===== src/rtl/button_debounce.sv =====
// -----------------------------------------------------------------------------
// button_debounce
//
// Debounces N active-low pushbutton inputs. Each raw pin first goes through a
// two-flop synchronizer. A per-channel counter then counts consecutive cycles
// in which the synchronized level differs from the accepted level. After
// DEBOUNCE_CYCLES such cycles in a row, the new level is accepted. Any return
// to the accepted level clears the counter, so short glitches are dropped.
//
// From the first edge that samples a new stable raw level, button_n changes
// DEBOUNCE_CYCLES+2 rising edges later. That is 2 synchronizer edges plus
// DEBOUNCE_CYCLES counting edges.
//
// Parameters:
//   N                number of independent channels (default 2)
//   DEBOUNCE_CYCLES  stable cycles needed to accept a change, 2..65535
//
// Ports:
//   clk            system clock, rising edge
//   rst_n          asynchronous active-low reset (glitch-free; deasserted
//                  synchronously upstream)
//   button_raw_n   [N] raw pins, active-low (0 = pressed)
//   button_n       [N] debounced level, active-low
//   press          [N] one-cycle registered pulse when button_n goes 1->0
//   release_pulse  [N] one-cycle registered pulse when button_n goes 0->1
//
// Build option:
//   BUTTON_DEBOUNCE_RELEASE_PULSE_EN  when defined, release_pulse is generated.
//                                     Otherwise it is tied to 0 and has no
//                                     registers.
// -----------------------------------------------------------------------------
module button_debounce #(
  parameter int N               = 2,
  parameter int DEBOUNCE_CYCLES = 4
) (
  input  logic         clk,
  input  logic         rst_n,
  input  logic [N-1:0] button_raw_n,
  output logic [N-1:0] button_n,
  output logic [N-1:0] press,
  output logic [N-1:0] release_pulse
);

  localparam int            CW      = $clog2(DEBOUNCE_CYCLES);
  localparam logic [CW-1:0] CNT_MAX = CW'(DEBOUNCE_CYCLES - 1);
  localparam logic [CW-1:0] CNT_ONE = CW'(1);

  logic [N-1:0]  sync1_q, sync1_d;
  logic [N-1:0]  sync2_q, sync2_d;
  logic [N-1:0]  btn_q,   btn_d;
  logic [N-1:0]  press_q, press_d;
  logic [CW-1:0] cnt_q [N];
  logic [CW-1:0] cnt_d [N];
  logic [N-1:0]  load;

  always_comb begin
    sync1_d = button_raw_n;
    sync2_d = sync1_q;
    btn_d   = btn_q;
    press_d = '0;
    load    = '0;
    for (int i = 0; i < N; i++) begin
      cnt_d[i] = '0;
      if (sync2_q[i] != btn_q[i]) begin
        // The counter saturates at CNT_MAX. On that edge the new level is
        // accepted and the counter restarts, so it can never wrap.
        if (cnt_q[i] == CNT_MAX) begin
          load[i]  = 1'b1;
          btn_d[i] = sync2_q[i];
        end else begin
          cnt_d[i] = cnt_q[i] + CNT_ONE;
        end
      end
      // A load while the accepted level is 1 is a 1->0 transition, i.e. a press.
      press_d[i] = load[i] & btn_q[i];
    end
  end

  always_ff @(posedge clk or negedge rst_n) begin
    if (!rst_n) begin
      sync1_q <= '1;
      sync2_q <= '1;
      btn_q   <= '1;
      press_q <= '0;
      for (int i = 0; i < N; i++) begin
        cnt_q[i] <= '0;
      end
    end else begin
      sync1_q <= sync1_d;
      sync2_q <= sync2_d;
      btn_q   <= btn_d;
      press_q <= press_d;
      for (int i = 0; i < N; i++) begin
        cnt_q[i] <= cnt_d[i];
      end
    end
  end

  assign button_n = btn_q;
  assign press    = press_q;

`ifdef BUTTON_DEBOUNCE_RELEASE_PULSE_EN
  logic [N-1:0] release_q, release_d;

  always_comb begin
    release_d = load & ~btn_q;
  end

  always_ff @(posedge clk or negedge rst_n) begin
    if (!rst_n) begin
      release_q <= '0;
    end else begin
      release_q <= release_d;
    end
  end

  assign release_pulse = release_q;
`else
  assign release_pulse = '0;
`endif

endmodule


===== config.mk =====
export PLATFORM = sky130hd
export DESIGN_NAME = button_debounce
export DESIGN_NICKNAME = d
export VERILOG_FILES = /design/src/rtl/button_debounce.sv
export SDC_FILE = /design/constraint.sdc
export NUM_CORES = 1
export LEC_CHECK = 0
export BUFFER_PORTS_ARGS = -buffer_cell sky130_fd_sc_hd__buf_2
export CAP_MARGIN = 20
export CORE_AREA = 2 2 39 41
export CTS_CLUSTER_DIAMETER = 100
export CTS_CLUSTER_SIZE = 28
export DETAILED_ROUTE_END_ITERATION = 16
export DIE_AREA = 0 0 41 43
export HOLD_SLACK_MARGIN = 0.15
export PLACE_DENSITY = 0.65
export SLEW_MARGIN = 30
export SYNTH_ARGS = -nofsm -noshare
export SYNTH_HDL_FRONTEND = slang
export SYNTH_SLANG_ARGS = --single-unit
export TNS_END_PERCENT = 20

===== constraint.sdc =====
create_clock -name clk -period 1.1 [get_ports clk]
set_input_delay 0.165 -clock clk [delete_from_list [all_inputs] [get_ports clk]]
set_output_delay 0.165 -clock clk [all_outputs]
set_load 0.05 [all_outputs]

# Word-level counts from Yosys, hierarchy flattened
# Index checks and enable logic that the tools add are counted.
totals:
  register_bits: 12
  inputBits: 4
  output_inout_bits: 6
  word_cells: 25
op_classes:
  addsub: 2
  n_eq_ne: 4
  muxes: 8
  n_bitwise: 2
  n_reduce_logical: 2
op_table:
  columns: ["op", "n"]
  rows:
  - ["$mux W2", 4]
  - ["$add A2 B1 Y2 const B", 2]
  - ["$eq A2 B2 Y1 const B", 2]
  - ["$mux W1", 4]
  - ["$reduce_and A2 Y1", 2]
  - ["$and A1 B1 Y1", 2]
  - ["$ne A1 B1 Y1", 2]

# Logic depth before layout (Yosys ltp)
# Gate-level depths: netlist (run 1).
depth:
  depth_word: 4
  ltp_mapped: 2
  ltp_nobuf: 2

# Least setup slack after synthesis (run 1)
# OpenSTA, ideal clock, no wires.
synth_path:
  path_kind: "register to register"
  start: "register btn_q[0] (netlist: button_n[0])"
  end: "register cnt_q[3] in the netlist's numbering"
  setup_ns: 0.127
  arrival_time_ns: 0.938
  t_required_ns: 0.973
  path_slack_ns: 0.036
  stages_incl_launch_ff: 3
  synth_period_minus_slack_ns: 1.064
  cell_sequence: "dfstp_2 -> xnor2_1 -> nor2b_1"
synth_rtl:
  columns: ["element", "line_no", "rtl"]
  rows:
  - ["start: declaration", "50", "logic [N-1:0] btn_q, btn_d;"]
  - ["start signal: assignment", "91", "btn_q <= btn_d;"]
  - ["end signal: indexed assignment", "94", "cnt_q[i] <= cnt_d[i];"]
  - ["end: declaration", "52", "logic [CW-1:0] cnt_q [N];"]

# Worst setup path in the final report (run 1)
layout_path:
  start: "register btn_q[0] (netlist: button_n[0])"
  end: "output button_n[0]"
layout_rtl:
  columns: ["element", "line_no", "rtl"]
  rows:
  - ["end: declaration", "39", "output logic [N-1:0] button_n,"]
# No word-level cell between the ends.

==> reports/results.txt, run 1 <==
Total die area - 1763 sq um
Synth cell count leaders - dfrtp_1 (6), dfstp_2 (6)
Critical path arrival - 0.96 ns
Worst setup path endpoint - button_n[0]
Clk Latency, worst-skew pair - 0.26 ns
Max Buffers Root-to-Sink - 2
Tcrit/Tclk final - 102.6%
Post-Syn Instances - 27
Synth Area in XOR/XNOR - 3.955%
Worst r2r src - cnt_q[2]
Detailed placer's ending HPWL - 435.2 microns
Mapped Area - 442.9 sq um
Post-synth EDFFs - 0
Required @ worst endpoint - 0.94 ns
Async S/R FF share, synth - 100.0%
1st-iter DRT viols - 2
Final setup fails - 2
Critical path class - reg -> out
R2r setup slk - 0.06 ns
Antenna-violating nets left - 0
Area of the multi-input gates - 123.9 sq um
Top-Level Pins - 10
N_diodes - 0
GRT Util Overall - 8.094%
Critical path depth in cells - 1
Mean number of vias per cell - 4.175
Mux share of post-synthesis cell area - 5.085%
Synth top area share - 35.59%
CTS tree - built
CP cell instances - buf_8
Slowest cell on crit path - dfstp_2
Status - finished, violations left
Placer's final routability congestion estimate - 0.6205
Routed via count - 238
Pre-antenna DRT Iters - 2
Reg2reg path depth - 2
Syn. warnings - 0
Final Cell Area - 574.3 sq um
CP startpoint kind - flip-flop
Register area - 307.8 sq um
Hold WC Path Type - in -> async
Root Driver - clkbuf_4
Kind of cell adding the most delay to the critical path - flip-flops
Grt ovf - 0
Core box area - 1384 sq um
Final net count - 49
Initial Util - 32.01%
Synth Flop Type - dfstp_2
Vias in the first global route - 240
Cell taking the most area after synthesis - dfstp_2
WL final - 562 microns
Placed inst area - 486.7 sq um
PD cells - 2587 nW/um^2
CP startpoint - button_n[0]
CTS Buf Count - 3
Largest family of logic cells by synthesized area - simple AND/OR/NAND/NOR gates
Port bufs - 7
Synth cell types - 11
Register area share after synthesis - 69.49%
CP Capture Type - output pin
DRC - 0
First-pass GRT wire length - 924 microns
Chip width - 41 microns
Max IR drop VDD - 860.0 uV
Synth Area in Adders - 5.650%
Synth Area in Simple Gates - 11.58%
Largest net degree at the start of global routing - 13
Compound-Gate Fraction of Synth Area - 0%
Crit-path max FO - 3
Cell Rows - 14
RSZ-0062 raised after global routing - true
Clock sinks - 12
Reg2reg end - button_n[0]
Initial antenna violation count - 0
Failing checks - negative setup slack
P&R area growth vs syn - 29.66%
H-tree depth - 1
PnR worst setup slack - -0.02893 ns
Area contributors post-synth - dfstp_2 (36%), dfrtp_1 (34%), ha_1 (5.6%), mux2_1 (5.1%), nor3_2 (4.5%)
Final Max Tran Viols - 0
Maxcap violations - 0
Synth Area per Inst - 16.40 sq um
Number of synthesized register bits - 12
Final Hold Viols - 0
Buffers plus inverters on the worst setup path - 1
Reg clk slew, reported paths - 0.07 ns
Share of cells above drive strength 1 - 51.22%
Worst Skew - 0.00009234 ns
Tmin final - 1.129 ns
Worst path max stage delay - 0.56 ns
Fmax achieved - 0.8858 GHz
Overall Power - 0.001486 W
Wire length per cell - 9.860 microns
Die extent in y - 43 microns
Leakage - 0.2797 nW
FILL cells - 137
-- metrics by stage --
stage	hold WS (ns)	TNS [ns]	util (%)	cells	worst slack, ns
CTS	0.3155	-0.07961	40.96	56	-0.05715
floorplan	-0.1306	0	-	28	0.03566
global route	0.3295	-0.09742	41.50	57	-0.06010
finish	0.3058	-0.04067	41.50	57	-0.02893
detailed placement	0.05276	0	35.17	49	0.05597
global placement	0.03878	0	35.17	49	0.1041
-- cells by family (layout without fill, tap and decap cells) --
| logic type | Yosys count | in the layout |
|---|---|---|
| xor+xnor | 2 | 2 |
| fa+ha+maj | 2 | 2 |
| buf+inv | 2 | 15 |
| flops | 12 | 12 |
| mux | 2 | 2 |
| other cells | 1 | 2 |
| simple gates | 6 | 6 |
-- where the power goes --
group | internal [W] | switching [W]
logic | 0.000275 | 0.000302
registers | 0.000584 | 0.0000732
clock network | 0.000126 | 0.000125
total | 0.000985 | 0.000501
-- layout make-up --
cell class	instances	share of cell area (%)
Sequential cell	12	53.59
Multi-Input combinational cell	14	21.57
Timing Repair Buffer	12	17.43
Clock buffer	3	3.922
Tap cell	16	3.486
-- worst min path at each step --
stage	start	end	slack (ns)	cells after the start
6_report	rst_n	press[1]	0.31	2
5_1_grt	rst_n	cnt_q[2]	0.33	2
3_5_place_dp	rst_n	press[1]	0.05	1
4_1_cts	rst_n	press[1]	0.32	2
3_3_place_gp	rst_n	press[0]	0.04	1
2_1_floorplan	rst_n	cnt_q[0]	-0.13	0
-- repair_timing --
| item | in CTS | in global routing |
|---|---|---|
| resized for setup | 6 | 0 |
| hold buffers | 3 | 0 |
| setup buffers | 1 | 1 |
| endpoints found under the hold margin | 14 | 0 |
| setup endpoints to repair | 2 | 2 |
-- flip-flops by register name, indices dropped and copies added (netlist names) --
name and count:
button_n 2, press 2, sync1_q 2, sync2_q 2, cnt_q 4
-- placed cells by master, fill, tap and decap left out --
cell type	Yosys	final
dfstp_2	6	6
dfrtp_1	6	6
buf_2	0	5
clkbuf_4	0	3
dlygate4sd3_1	0	3
xnor2_1	2	2
nor3_2	2	2
nor2b_1	2	2
mux2_1	2	2
ha_1	2	2
conb_1	1	2
buf_8	0	2
buf_4	2	2
and3b_1	1	1
and3b_2	1	1
-- layer usage --
metal,track usage (%),up-vias,part of all wire (%)
met5,0,-,0
met4,6.000,0,0
met3,3.141,0,5.3
met2,10.94,6,51
met1,9.966,120,43
li1,-,112,-
Note: power is estimated with default switching activity, not from simulation.
==> run 2: changes to the inputs <==
--- a/config.mk
+++ b/config.mk
@@ -12,8 +12,10 @@
 export CTS_CLUSTER_SIZE = 28
 export DETAILED_ROUTE_END_ITERATION = 16
 export DIE_AREA = 0 0 41 43
+export GPL_TIMING_DRIVEN = 0
 export HOLD_SLACK_MARGIN = 0.15
 export PLACE_DENSITY = 0.65
+export SKIP_CTS_REPAIR_TIMING = 1
 export SLEW_MARGIN = 30
 export SYNTH_ARGS = -nofsm -noshare
 export SYNTH_HDL_FRONTEND = slang
==> run 2 against run 1 <==
  * The flow still finishes with violations (negative setup slack)
  * Power up 5.9%
  * Global-route usage hardly changed
  * Maximum frequency down 0.27%
  * Non-clock buffer count rose by 2
  * Setup slack worse by 0.0030 ns
  * Sequential cell count is the same
  * Count of clock-buffer cells in the layout rose by 1
  * Largest power group unchanged
  * Sequential share of layout area is 2.6 points lower
  * Cell area increased by 5.0%
  * Sequential power about the same
==> reports/results.txt, run 2 (synthesis results as in run 1) <==
Status - finished, violations left
Failing checks - negative setup slack
PD cells - 2610 nW/um^2 (+0.89%)
GR Util met2 - 11.56% (+0.63 points)
Tmin final - 1.132 ns (+0.003005 ns)
Number of flip-flops in the largest register - 4 (unchanged)
Core box area - 1384 sq um (unchanged)
Initial antenna violation count - 0 (unchanged)
Critical path arrival - 0.97 ns (about the same)
Clock Power Share - 20.9% (+4.0 points)
Hold WC Path Type - in -> async
Sw Share - 32.34% (-1.4 points)
Worst Skew - 0.002108 ns (+0.002015 ns)
First-pass GRT wire length - 897 microns (-2.9%)
Grt ovf - 0 (unchanged)
Required @ worst endpoint - 0.94 ns (about the same)
Met1 Track Usage GR - 8.219% (-1.7 points)
WL final - 569 microns (+1.2%)
1st-iter DRT viols - 0 (-2)
Sequential power share - 41.7% (-2.5 points)
Antenna-violating nets left - 0 (unchanged)
Mean number of vias per cell - 4.033 (-3.4%)
FILL cells - 124 (-9.5%)
Detailed placer's ending HPWL - 439.3 microns (+0.94%)
CP cell instances - buf_8
Largest net degree at the start of global routing - 13 (unchanged)
Biggest register - cnt_q
CP startpoint kind - flip-flop
Final Max Tran Viols - 0 (unchanged)
GRT Util Overall - 8.086% (-0.0083 points)
Critical path class - reg -> out
CTS tree - built
Maxcap violations - 0 (unchanged)
Cell Rows - 14 (unchanged)
CP Capture Type - output pin
Routed via count - 242 (+1.7%)
Clk Latency, worst-skew pair - 0.26 ns (about the same)
Root Driver - clkbuf_4
Most Crowded Layer GR - met2
GR Util met3 - 3.141% (unchanged)
Leakage - 0.2978 nW (+6.5%)
Max IR drop VDD - 904.9 uV (+5.2%)
Placer's final routability congestion estimate - 0.6100 (-1.7%)
WHS - 0.2968 ns (-0.008968 ns)
Tcrit/Tclk final - 102.9% (+0.27 points)
Initial Util - 32.01% (unchanged)
Slowest cell on crit path - dfstp_2
RSZ-0062 raised after global routing - true
Reg clk slew, reported paths - 0.07 ns (about the same)
Top-Level Pins - 10 (unchanged)
Share of cells above drive strength 1 - 54.55% (+3.3 points)
Pre-antenna DRT Iters - 1 (-1)
Clock sinks - 12 (unchanged)
Sw Pwr - 0.0005091 W (+1.7%)
Vias in the first global route - 235 (-2.1%)
Wire length per cell - 9.483 microns (-3.8%)
Most frequent cells in the layout - dfstp_2 (6), dfrtp_1 (6), buf_2 (5)
Combinational power share - 37.4% (-1.4 points)
Buffers plus inverters on the worst setup path - 1 (unchanged)
Chip width - 41 microns (unchanged)
Port bufs - 7 (unchanged)
Crit-path max FO - 3 (unchanged)
Final Hold Viols - 0 (unchanged)
Total die area - 1763 sq um (unchanged)
Fmax achieved - 0.8834 GHz (-0.27%)
H-tree depth - 1 (unchanged)
Kind of cell adding the most delay to the critical path - flip-flops
Die extent in y - 43 microns (unchanged)
CTS Buf Count - 3 (unchanged)
Int Pwr - 0.001065 W (+8.1%)
Final net count - 51 (+4.1%)
Overall Power - 0.001574 W (+5.9%)
Worst path max stage delay - 0.56 ns (about the same)
Max Buffers Root-to-Sink - 2 (unchanged)
DRC - 0 (unchanged)
Final setup fails - 2 (unchanged)
PnR worst setup slack - -0.03194 ns (-0.003005 ns)
N_diodes - 0 (unchanged)
P&R area growth vs syn - 36.16%
==> run 2: metal layers <==
| layer | vias up | wire (microns) |
|---|---|---|
| met5 | - | 0 |
| met4 | 0 | 0 |
| met3 | 0 | 40 |
| met2 | 6 | 307 |
| met1 | 118 | 221 |
| li1 | 118 | - |
==> run 2: through the flow <==
step,setup WS [ns],std cells,setup TNS [ns],util [%],cell area [sq um]
floorplan,0.03566,28,0,-,446.7
global placement,0.1029,51,0,36.26,501.7
detailed placement,0.05822,51,0,36.26,501.7
CTS,-0.1610,55,-0.3191,38.88,538.0
global route,-0.06021,60,-0.1060,43.58,603.1
finish,-0.03194,60,-0.04523,43.58,603.1
==> run 2: layout make-up <==
cell class	count	area, sq um	area share (%)
clock buffers	4	36.28	6.017
multi-input cells	14	123.9	20.54
flip-flops and latches	12	307.8	51.04
well taps	16	20.02	3.320
plain buffers	2	15.01	2.490
repair buffers	12	100.1	16.60
==> run 2: power by group through the flow <==
| stage | combinational (W) | clock, W | sequential [W] |
|---|---|---|---|
| global route | 0.000628 | 0.000366 | 0.000667 |
| finish | 0.000589 | 0.000329 | 0.000656 |
| global placement | 0.000412 | 0 | 0.000657 |
| detailed placement | 0.000442 | 0 | 0.000669 |
| floorplan | 0.000195 | 0 | 0.000809 |
| CTS | 0.000443 | 0.000346 | 0.000661 |
==> run 2: worst paths after layout <==
path	startpoint	endpoint	slack (ns)	cells after the start
max in group asynchronous	rst_n	button_n[1]	0.54	2
min in group clk	sync1_q[0]	sync2_q[0]	0.36	0
worst max register to register	cnt_q[2]	button_n[0]	0.06	2
worst min-delay path	rst_n	press[0]	0.30	2
worst min register to register	sync1_q[0]	sync2_q[0]	0.36	0
worst max-delay path	button_n[0]	button_n[0]	-0.03	1
==> run 3: changes to the inputs <==
--- a/config.mk
+++ b/config.mk
@@ -14,7 +14,7 @@
 export DIE_AREA = 0 0 41 43
 export GPL_TIMING_DRIVEN = 0
 export HOLD_SLACK_MARGIN = 0.15
-export PLACE_DENSITY = 0.65
+export PLACE_DENSITY = 0.66
 export SKIP_CTS_REPAIR_TIMING = 1
 export SLEW_MARGIN = 30
 export SYNTH_ARGS = -nofsm -noshare
==> constraint.sdc (replaced) <==
create_clock -name clk -period 1 [get_ports clk]
set_input_delay 0.15 -clock clk [delete_from_list [all_inputs] [get_ports clk]]
set_output_delay 0.15 -clock clk [all_outputs]
set_load 0.05 [all_outputs]
==> run 3 against run 2 <==
  * Global-route usage fell by 0.40 points
  * Sequential cell count did not move
  * Largest power group unchanged
  * Sequential share of layout area down 1.3 points
  * Routed wire length fell by 3.7%
  * Via count decreased by 5.4%
  * First-iteration DRC count is 2 higher
  * Final cell count down 3.3%
  * The flow still finishes with violations (negative setup slack)
  * Power grew 14%
  * Utilization grew 2.3 points
  * Highest routed layer unchanged
  * Setup slack lost 0.18 ns
  * Die area did not move
==> reports/results.txt, run 3 (synthesis results as in run 1) <==
Total die area - 1763 sq um (unchanged)
Top-Level Pins - 10 (unchanged)
Core box area - 1384 sq um (unchanged)
Buffers plus inverters on the worst setup path - 1 (unchanged)
Hold WC Path Type - in -> async
Final non-filler cell total - 58 (-3.3%)
Die extent in y - 43 microns (unchanged)
Max IR drop VDD - 924.5 uV (+2.2%)
Initial Util - 32.01% (unchanged)
Initial antenna violation count - 0 (unchanged)
Largest net degree at the start of global routing - 13 (unchanged)
Setup TNS - -0.4178 ns (-0.3726 ns)
Routed via count - 229 (-5.4%)
Slowest cell on crit path - dfstp_4
DP Cell Count - 51 (unchanged)
DRC - 0 (unchanged)
Critical path arrival - 1.06 ns (+0.09 ns)
Worst r2r src - button_n[0]
Crit-path max FO - 4 (+1)
Fmax achieved - 0.8254 GHz
Final Max Tran Viols - 0 (unchanged)
Tcrit/Tclk final - 121.2%
Antenna-violating nets left - 0 (unchanged)
P&R area growth vs syn - 43.22%
CP startpoint kind - flip-flop
Reg2reg path depth - 2 (unchanged)
Critical path class - reg -> out
Final setup fails - 2 (unchanged)
Number of flip-flops in the largest register - 4 (unchanged)
Port bufs - 7 (unchanged)
First-pass GRT wire length - 869 microns (-3.1%)
H-tree depth - 1 (unchanged)
Root Driver - clkbuf_4
Vias in the first global route - 210 (-11%)
Chip width - 41 microns (unchanged)
Biggest register - cnt_q
CTS tree - built
Final Hold Viols - 0 (unchanged)
WL final - 548 microns (-3.7%)
Reg clk slew, reported paths - 0.07 ns (about the same)
Most frequent cells in the layout - dfrtp_1 (6), buf_4 (4), dfstp_2 (4)
Maxcap violations - 0 (unchanged)
Required @ worst endpoint - 0.85 ns (-0.09 ns)
R2r setup slk - 0.04 ns (-0.02 ns)
Share of cells above drive strength 1 - 64.29% (+9.7 points)
CP Capture Type - output pin
Mean number of vias per cell - 3.948 (-2.1%)
Worst path max stage delay - 0.65 ns (+0.09 ns)
Wire length per cell - 9.448 microns (-0.37%)
Clk Latency, worst-skew pair - 0.26 ns (about the same)
Kind of cell adding the most delay to the critical path - flip-flops
Commonest non-fill, non-tap cell in the layout - dfrtp_1
Failing checks - negative setup slack
Leakage - 0.2990 nW (+0.40%)
Clock sinks - 12 (unchanged)
Pre-antenna DRT Iters - 2 (+1)
Cell Rows - 14 (unchanged)
N_diodes - 0 (unchanged)
1st-iter DRT viols - 2 (+2)
PnR worst setup slack - -0.2116 ns (-0.1796 ns)
Placer's final routability congestion estimate - 0.6108 (+0.13%)
Final net count - 49 (-3.9%)
PD cells - 2831 nW/um^2 (+8.5%)
Tmin final - 1.212 ns
Worst Skew - 0.001410 ns (-0.0006974 ns)
Grt ovf - 0 (unchanged)
RSZ-0062 raised after global routing - true
GRT Util Overall - 7.684% (-0.40 points)
Max Buffers Root-to-Sink - 2 (unchanged)
Status - finished, violations left
Reg2reg end - cnt_q[3]
CTS Buf Count - 3 (unchanged)
CP cell instances - buf_8
run 3: cell count changes in the layout (fill, tap and decap cells not counted), sizes merged:
cell | before | now
buf | 11 | 9
run 3: worst max path at each step:
stage / startpoint / end / slack [ns] / depth (start not counted)
2_1_floorplan: button_n[0] / cnt_q[3] / -0.02 / 2
3_3_place_gp: button_n[0] / button_n[0] / -0.03 / 1
3_5_place_dp: button_n[0] / button_n[0] / -0.03 / 1
4_1_cts: button_n[0] / button_n[0] / -0.33 / 1
5_1_grt: button_n[1] / button_n[1] / -0.25 / 1
6_report: button_n[0] / button_n[0] / -0.21 / 1
run 3: metrics by stage:
| step | hold WS, ns | instance area [sq um] | total power [W] | util [%] | setup slack [ns] |
|---|---|---|---|---|---|
| 3_3_place_gp | 0.02411 | 524.3 | 0.001247 | 37.88 | -0.02596 |
| 2_1_floorplan | -0.1456 | 469.2 | 0.001175 | - | -0.02289 |
| 5_1_grt | 0.2995 | 634.4 | 0.001917 | 45.84 | -0.2469 |
| 3_5_place_dp | 0.03437 | 524.3 | 0.001287 | 37.88 | -0.03187 |
| 4_1_cts | -0.2583 | 560.5 | 0.001663 | 40.51 | -0.3279 |
| 6_report | 0.2870 | 634.4 | 0.001796 | 45.84 | -0.2116 |
run 3: metal layers:
metal	vias to the layer above	global-route usage, %	routed length [microns]
met5	-	0	0
met4	0	6.000	0
met3	0	3.665	37
met2	6	9.688	262
met1	107	9.622	249
li1	116	-	-
run 3: worst reg2reg max path: cells and delay by family (launching register included):
kind | cells | cell delay (ns)
xor gates and xnor gates | 1 | 0.13
and+or+nand+nor | 1 | 0.07
DFF | 1 | 0.65
run 3: final cells by class:
class	count	area, sq um
fill	124	749.5
multi-input combinational	14	157.7
clock buffer	4	36.28
tap	16	20.02
buffer	2	15.01
timing repair buffer	10	90.09
sequential	12	315.3
run 3: report_power, final:
group | total (W) | switching, W | internal (W)
Clock | 0.000365 | 0.000144 | 0.000221
Combinational | 0.000632 | 0.000307 | 0.000325
Sequential | 0.000799 | 0.000127 | 0.000672
Total | 0.00180 | 0.000578 | 0.00122
